`config.mk`:
```
export PLATFORM = sky130hd
export DESIGN_NAME = bus_slave_tgt
export DESIGN_NICKNAME = d
export VERILOG_FILES = /design/src/rtl/bus_pkg.sv /design/src/rtl/bus_sat_cnt.sv /design/src/rtl/bus_slave_tgt.sv
export SDC_FILE = /design/constraint.sdc
export NUM_CORES = 2
export LEC_CHECK = 0
export ABC_AREA = 1
export CORE_ASPECT_RATIO = 1.4
export CORE_MARGIN = 4
export CORE_UTILIZATION = 35
export CTS_BUF_LIST = sky130_fd_sc_hd__clkbuf_8 sky130_fd_sc_hd__clkbuf_16
export CTS_CLUSTER_SIZE = 16
export DETAILED_ROUTE_END_ITERATION = 10
export PLACE_DENSITY_LB_ADDON = 0.15
export SLEW_MARGIN = 20
export SYNTH_ARGS = -nofsm -noshare
export SYNTH_HDL_FRONTEND = slang
export SYNTH_SLANG_ARGS = --single-unit
```
`constraint.sdc`:
```
create_clock -name clk -period 3.99 [get_ports clk]
set_input_delay 0.798 -clock clk [delete_from_list [all_inputs] [get_ports clk]]
set_output_delay 0.798 -clock clk [all_outputs]
set_load 0.005 [all_outputs]
```
`src/rtl/bus_pkg.sv`:
```
// rtl/bus_pkg.sv - shared types and constants for the bus slave target
// Purpose: FSM state type, address window constants and sizing for bus_slave_tgt.
// Ports: none (package).
package bus_pkg;

  typedef enum logic [1:0] {
    IDLE = 2'd0,
    WAIT = 2'd1,
    RESP = 2'd2
  } tgt_state_e;

  localparam logic [15:0] BASE_HI   = 16'hFFEF;
  localparam logic [3:0]  WIN_SEL   = 4'h2;
  localparam int          CNT_W     = 20;
  localparam int          MID_W     = 2;
  localparam int          MEM_WORDS = 64;

endpackage

```
`src/rtl/bus_sat_cnt.sv`:
```
// rtl/bus_sat_cnt.sv - saturating event counter
// Purpose: counts inc pulses, sticks at all-ones instead of wrapping.
// Ports: clk_i clock, clr_i synchronous clear, inc_i count enable, cnt_o count value.
module bus_sat_cnt
  import bus_pkg::*;
(
  input  logic             clk_i,
  input  logic             clr_i,
  input  logic             inc_i,
  output logic [CNT_W-1:0] cnt_o
);

  logic [CNT_W-1:0] cnt_q;
  logic [CNT_W-1:0] cnt_d;

  always_comb begin
    cnt_d = cnt_q;
    if (inc_i && (cnt_q != '1)) begin
      cnt_d = cnt_q + CNT_W'(1);
    end
  end

  always_ff @(posedge clk_i) begin
    if (clr_i) begin
      cnt_q <= '0;
    end else begin
      cnt_q <= cnt_d;
    end
  end

  assign cnt_o = cnt_q;

endmodule

```
`src/rtl/bus_slave_tgt.sv`:
```
// rtl/bus_slave_tgt.sv - single-outstanding bus slave with register file and per-master counters
// Purpose: decodes a 256-byte window, serves a 64-word register file with read wait
//   states, answers over a valid/ready response channel, counts reads/writes per master.
// Ports: clk/rst clock and sync active-high reset; req_* request channel (vld/rdy,
//   addr, wr, wdata, mid); rsp_* response channel (vld/rdy, rdata, err);
//   cnt_sel selects the master whose rd_cnt/wr_cnt are shown.
module bus_slave_tgt #(
  parameter logic [3:0]  SLV_ID = 4'h0,
  parameter int unsigned WAIT   = 2,
  parameter int unsigned NMSTR  = 4
) (
  input  logic                      clk,
  input  logic                      rst,
  input  logic                      req_vld,
  output logic                      req_rdy,
  input  logic [31:0]               req_addr,
  input  logic                      req_wr,
  input  logic [31:0]               req_wdata,
  input  logic [bus_pkg::MID_W-1:0] req_mid,
  output logic                      rsp_vld,
  input  logic                      rsp_rdy,
  output logic [31:0]               rsp_rdata,
  output logic                      rsp_err,
  input  logic [bus_pkg::MID_W-1:0] cnt_sel,
  output logic [bus_pkg::CNT_W-1:0] rd_cnt,
  output logic [bus_pkg::CNT_W-1:0] wr_cnt
);

  import bus_pkg::*;

  // WAIT names the wait-state parameter here, so states are always package-qualified.
  bus_pkg::tgt_state_e state_q;

  logic             req_rdy_q;
  logic             rsp_vld_q;
  logic [31:0]      rdata_q;
  logic             err_q;
  logic             wr_q;
  logic [MID_W-1:0] mid_q;
  logic [5:0]       idx_q;
  logic [3:0]       wcnt_q;
  logic [31:0]      mem_q [MEM_WORDS];

  logic       hit;
  logic [5:0] idx;
  logic       accept;
  logic       rsp_hs;

  assign hit = (req_addr[31:16] == BASE_HI) && (req_addr[15:12] == SLV_ID) &&
               (req_addr[11:8] == WIN_SEL) && (req_addr[1:0] == 2'b00);
  assign idx    = req_addr[7:2];
  assign accept = req_rdy_q && req_vld;   // req_rdy_q is high only in IDLE
  assign rsp_hs = rsp_vld_q && rsp_rdy;   // rsp_vld_q is high only in RESP

  always_ff @(posedge clk) begin
    if (rst) begin
      state_q   <= bus_pkg::IDLE;
      req_rdy_q <= 1'b1;
      rsp_vld_q <= 1'b0;
      rdata_q   <= '0;
      err_q     <= 1'b0;
      wr_q      <= 1'b0;
      mid_q     <= '0;
      idx_q     <= '0;
      wcnt_q    <= '0;
      for (int i = 0; i < MEM_WORDS; i++) begin
        mem_q[i] <= '0;
      end
    end else begin
      case (state_q)
        bus_pkg::IDLE: begin
          if (accept) begin
            wr_q      <= req_wr;
            mid_q     <= req_mid;
            idx_q     <= idx;
            err_q     <= !hit;
            rdata_q   <= '0;
            req_rdy_q <= 1'b0;
            if (hit && req_wr) begin
              mem_q[idx] <= req_wdata;
              state_q    <= bus_pkg::RESP;
              rsp_vld_q  <= 1'b1;
            end else if (hit && (WAIT != 0)) begin
              wcnt_q  <= 4'(WAIT - 1);
              state_q <= bus_pkg::WAIT;
            end else begin
              // Zero-wait read hit samples memory here; errors leave rdata at 0.
              if (hit) begin
                rdata_q <= mem_q[idx];
              end
              state_q   <= bus_pkg::RESP;
              rsp_vld_q <= 1'b1;
            end
          end
        end
        bus_pkg::WAIT: begin
          if (wcnt_q == 4'd0) begin
            rdata_q   <= mem_q[idx_q];
            state_q   <= bus_pkg::RESP;
            rsp_vld_q <= 1'b1;
          end else begin
            wcnt_q <= wcnt_q - 4'd1;
          end
        end
        bus_pkg::RESP: begin
          if (rsp_rdy) begin
            state_q   <= bus_pkg::IDLE;
            rsp_vld_q <= 1'b0;
            req_rdy_q <= 1'b1;
            rdata_q   <= '0;
            err_q     <= 1'b0;
          end
        end
        default: begin
          state_q   <= bus_pkg::IDLE;
          rsp_vld_q <= 1'b0;
          req_rdy_q <= 1'b1;
        end
      endcase
    end
  end

  assign req_rdy   = req_rdy_q;
  assign rsp_vld   = rsp_vld_q;
  assign rsp_rdata = rdata_q;
  assign rsp_err   = err_q;

  logic [CNT_W-1:0] rd_cnt_w [NMSTR];
  logic [CNT_W-1:0] wr_cnt_w [NMSTR];

  for (genvar m = 0; m < NMSTR; m++) begin : g_cnt
    logic done;
    assign done = rsp_hs && !err_q && (mid_q == MID_W'(m));

    bus_sat_cnt u_rd (
      .clk_i (clk),
      .clr_i (rst),
      .inc_i (done && !wr_q),
      .cnt_o (rd_cnt_w[m])
    );

    bus_sat_cnt u_wr (
      .clk_i (clk),
      .clr_i (rst),
      .inc_i (done && wr_q),
      .cnt_o (wr_cnt_w[m])
    );
  end

  always_comb begin
    rd_cnt = '0;
    wr_cnt = '0;
    if (32'(cnt_sel) < NMSTR) begin
      rd_cnt = rd_cnt_w[cnt_sel];
      wr_cnt = wr_cnt_w[cnt_sel];
    end
  end

endmodule
```
==> impl_metrics.tcl <==
set metrics [dict create \
    result_of_the_run "completed" \
    synthDistinctLibCells 43 \
    ctsResizeCount 0 \
    routed_wirelength_um 366800 \
    async_flop_share 0 \
    layout_commonest_cell "sky130_fd_sc_hd__nand2_1" \
    worstSkewPairLatency_ps 930 \
    synth_flop_cell "sky130_fd_sc_hd__edfxtp_1" \
    cts-root-to-sink-buffers 4 \
    hpwl_reported_at_the_end_of_detailed_placement_um 230900 \
    grt_start_max_net_pins 161 \
    postCtsSetupBuffers 0 \
    row_count 237 \
    timing.setup.critical_path_class "in2out" \
    synthCells 11020 \
    synthesis.area_um2 104700 \
    number_of_global_route_vias_before_repair 77790 \
    min_period_over_period 0.8840 \
    crit_fanout 66 \
    grt_pass1_wl_um 532400 \
    drt_pre_antenna_iters 8 \
    synth_area_leader_cell "sky130_fd_sc_hd__edfxtp_1" \
    critical_path.slowest_cell "sky130_fd_sc_hd__clkdlybuf4s50_1" \
    vdd.ir_drop.worst_v 0.0003933 \
    placed_cell_area_um2 111600 \
    finalMaxSlewViolations 0 \
    cp_data_arrival_time_ps 2730 \
    synth.ff_latch_count 2264 \
    synthesized_nets 11110 \
    edff_count_synth 2048 \
    antenna_violations_before_repair 6 \
    hold_class "in2reg" \
    post_drt_wl_per_cell_um 24.45 \
    tritoncts "yes" \
    required_ps 3190 \
    tightest_slew_ps 1073 \
    top_library_cells_by_usage_in_the_layout_fill_and_taps_aside "sky130_fd_sc_hd__nand2_1, sky130_fd_sc_hd__edfxtp_1, sky130_fd_sc_hd__nor2_1" \
    global_route.overflow_total 0 \
    layout.filler_cells 29420 \
    die_area_um2 308200 \
    proportion_of_netlist_area_held_by_the_largest_area_contributor 0.5872 \
    syn_to_final_growth_pct 13.58 \
    cts-hold-fix-buffers 0 \
    final.setup.tns_ps 0 \
    max_cap_violations 0 \
    multi_input_comb_area_um2 33900 \
    max_stage_delay_ps 470 \
    detail_route.iter0.violations 7152 \
    synth-warning-count 0 \
    place.gp.congestion 0.9295 \
    critical_path.n_buffers_inverters 4 \
    power_density_nw_per_um2 475.8 \
    whs_ps 206.8 \
    core_area_um2 297700 \
    cp_cell_sequence "clkdlybuf4s50_1, inv_1, buf_12, o21ai_0, a21oi_1, a21oi_1, clkdlybuf4s50_1" \
    maxClockFrequency_ghz 0.2835 \
    die-height_um 655.3 \
    remaining_drc_errors 0 \
    htree_levels 4 \
    timing.max_slew.rel_slack 0.2848 \
    final_period_minus_worst_setup_slack_ps 3527 \
    cts.sinks 2264 \
    layout_setup_ws_ps 462.7 \
    floorplan.initialDensity 0.3518 \
    seq_area_frac_synth 0.6285 \
    pre_cts_slack_ps 226.2 \
    worst_setup_path_start_kind "input pin" \
    grt_util_all_layers 0.2321 \
    rsz_0062_raised_after_global_routing "no" \
    nNetsFinal 10950 \
    critPathTopFamily "buffers and inverters" \
    fin_total_pwr_uw 56600 \
    cells_taking_the_most_area_after_synthesis "sky130_fd_sc_hd__edfxtp_1, sky130_fd_sc_hd__nand3_1, sky130_fd_sc_hd__nand2_1" \
    place.port_buffers 147 \
    skew_ps 58.49 \
    hold_viol 0 \
    cts_buffers 236 \
    path_clk_slew_ps 60 \
    dieWidth_um 470.3 \
    critical_path.endpoint_type "primary output" \
    layout.area.seq_um2 65840 \
    root_buffer "sky130_fd_sc_hd__clkbuf_16" \
    num_vias 79150 \
    p_leak_uw 0.04462 \
    avg_vias_per_cell 5.275 \
    finalSetupViolations 0 \
    mean_cell_area_of_the_mapped_netlist_um2 9.502 \
    pin_count 148 \
    final_layout_size_suffix_gt1_frac 0.1014 \
    drt.antenna.violating_nets 0 \
    finalInstanceArea_um2 119000 \
]
[layout make-up]
class	instances	share of cell area
Multi-Input combinational cell	7616	0.2850
Clock inverter	176	0.01040
Clock buffer	246	0.05090
Antenna cell	5	0.0001052
Tap cell	3943	0.04147
Sequential cell	2264	0.5535
Timing Repair Buffer	529	0.05093
Inverter	224	0.007720
[kinds of logic (layout without fill, tap and decap cells)]
family / Yosys count / count (layout) / share of synthesized area
and+or+nand+nor: 7143 / 7143 / 0.2953
DFF: 2264 / 2264 / 0.6285
buffers and inverters: 1143 / 1175 / 0.04991
AOI/OAI and AO/OA: 393 / 393 / 0.01932
xor gates and xnor gates: 70 / 70 / 0.005854
adders and majority gates: 10 / 10 / 0.001195
other: 0 / 5 / 0
[state kept, by name, indices dropped and copies added, names as in the netlist, named ones only]
name and cells:
rsp_vld 1, wr_q 1, g_cnt.u_rd.cnt_o 80, wcnt_q 4
req_rdy 1, idx_q 6, g_cnt.u_wr.cnt_o 80, state_q 2
mid_q 2, rsp_err 1, mem_q 2048, rsp_rdata 32
[final timing paths]
check	start	to	slack (ps)	cells past startpoint
worst max-delay path	cnt_sel[1]	rd_cnt[1]	460	7
worst min-delay path	rst	g_cnt[3].u_wr.cnt_o[17]	210	4
worst max register to register	flop	rsp_rdata[0]	580	11
worst min register to register	g_cnt[1].u_rd.cnt_o[19]	g_cnt[1].u_rd.cnt_o[19]	460	2
[metrics by stage]
| step | util | cells |
|---|---|---|
| 6_report | 0.3996 | 15000 |
| 5_1_grt | 0.3995 | 15000 |
| 4_1_cts | 0.3995 | 15000 |
| 3_5_place_dp | 0.3750 | 14580 |
| 3_3_place_gp | 0.3750 | 14580 |
| 2_1_floorplan | - | 11020 |
[Yosys cell counts (2+ instances only)]
| master | instances |
|---|---|
| sky130_fd_sc_hd__a211oi_1 | 2 |
| sky130_fd_sc_hd__a21oi_1 | 245 |
| sky130_fd_sc_hd__a31oi_1 | 4 |
| sky130_fd_sc_hd__and2_1 | 2 |
| sky130_fd_sc_hd__buf_1 | 76 |
| sky130_fd_sc_hd__buf_2 | 131 |
| sky130_fd_sc_hd__buf_6 | 102 |
| sky130_fd_sc_hd__clkbuf_1 | 610 |
| sky130_fd_sc_hd__clkinv_1 | 5 |
| sky130_fd_sc_hd__dfxtp_1 | 216 |
| sky130_fd_sc_hd__edfxtp_1 | 2048 |
| sky130_fd_sc_hd__ha_1 | 10 |
| sky130_fd_sc_hd__inv_1 | 180 |
| sky130_fd_sc_hd__inv_2 | 37 |
| sky130_fd_sc_hd__nand2_1 | 2675 |
| sky130_fd_sc_hd__nand3_1 | 2009 |
| sky130_fd_sc_hd__nand3_2 | 22 |
| sky130_fd_sc_hd__nand3_4 | 38 |
| sky130_fd_sc_hd__nand4_1 | 53 |
| sky130_fd_sc_hd__nor2_1 | 2035 |
| sky130_fd_sc_hd__nor2_2 | 213 |
| sky130_fd_sc_hd__nor2_4 | 2 |
| sky130_fd_sc_hd__nor3_1 | 58 |
| sky130_fd_sc_hd__nor3_4 | 8 |
| sky130_fd_sc_hd__nor3b_1 | 7 |
| sky130_fd_sc_hd__nor4_1 | 17 |
| sky130_fd_sc_hd__o211ai_1 | 2 |
| sky130_fd_sc_hd__o21ai_0 | 117 |
| sky130_fd_sc_hd__o21ba_2 | 2 |
| sky130_fd_sc_hd__o21bai_1 | 2 |
| sky130_fd_sc_hd__o22ai_1 | 15 |
| sky130_fd_sc_hd__xnor2_1 | 27 |
| sky130_fd_sc_hd__xor2_1 | 43 |
[worst reg2reg max path, stage by stage, from the launching register on]
cell and delay (ps):
sky130_fd_sc_hd__dfxtp_4 510, sky130_fd_sc_hd__inv_8 460, sky130_fd_sc_hd__buf_4 640, sky130_fd_sc_hd__nand3_1 180, sky130_fd_sc_hd__nand3_1 170, sky130_fd_sc_hd__nand2_1 90
sky130_fd_sc_hd__nand2_1 80, sky130_fd_sc_hd__nand3_1 310, sky130_fd_sc_hd__nand3_1 480, sky130_fd_sc_hd__nand2_1 160, sky130_fd_sc_hd__nand2_1 100, sky130_fd_sc_hd__a21oi_1 60
[layer usage]
layer	part of all wire	vias to the layer above	routed length, µm	GRT usage
met1	0.38	39240	140000	0.2737
met2	0.50	2520	184600	0.4131
met5	0.000071	-	26	0
li1	-	36770	-	-
met3	0.057	619	20820	0.02892
met4	0.058	4	21410	0.1226
[power by group]
group / total, µW / switching [µW] / internal (µW)
clock: 21500 / 9590 / 11900
sequential: 26800 / 300 / 26500
combinational: 8300 / 6210 / 2090
Note: power is estimated with default switching activity, not from simulation.
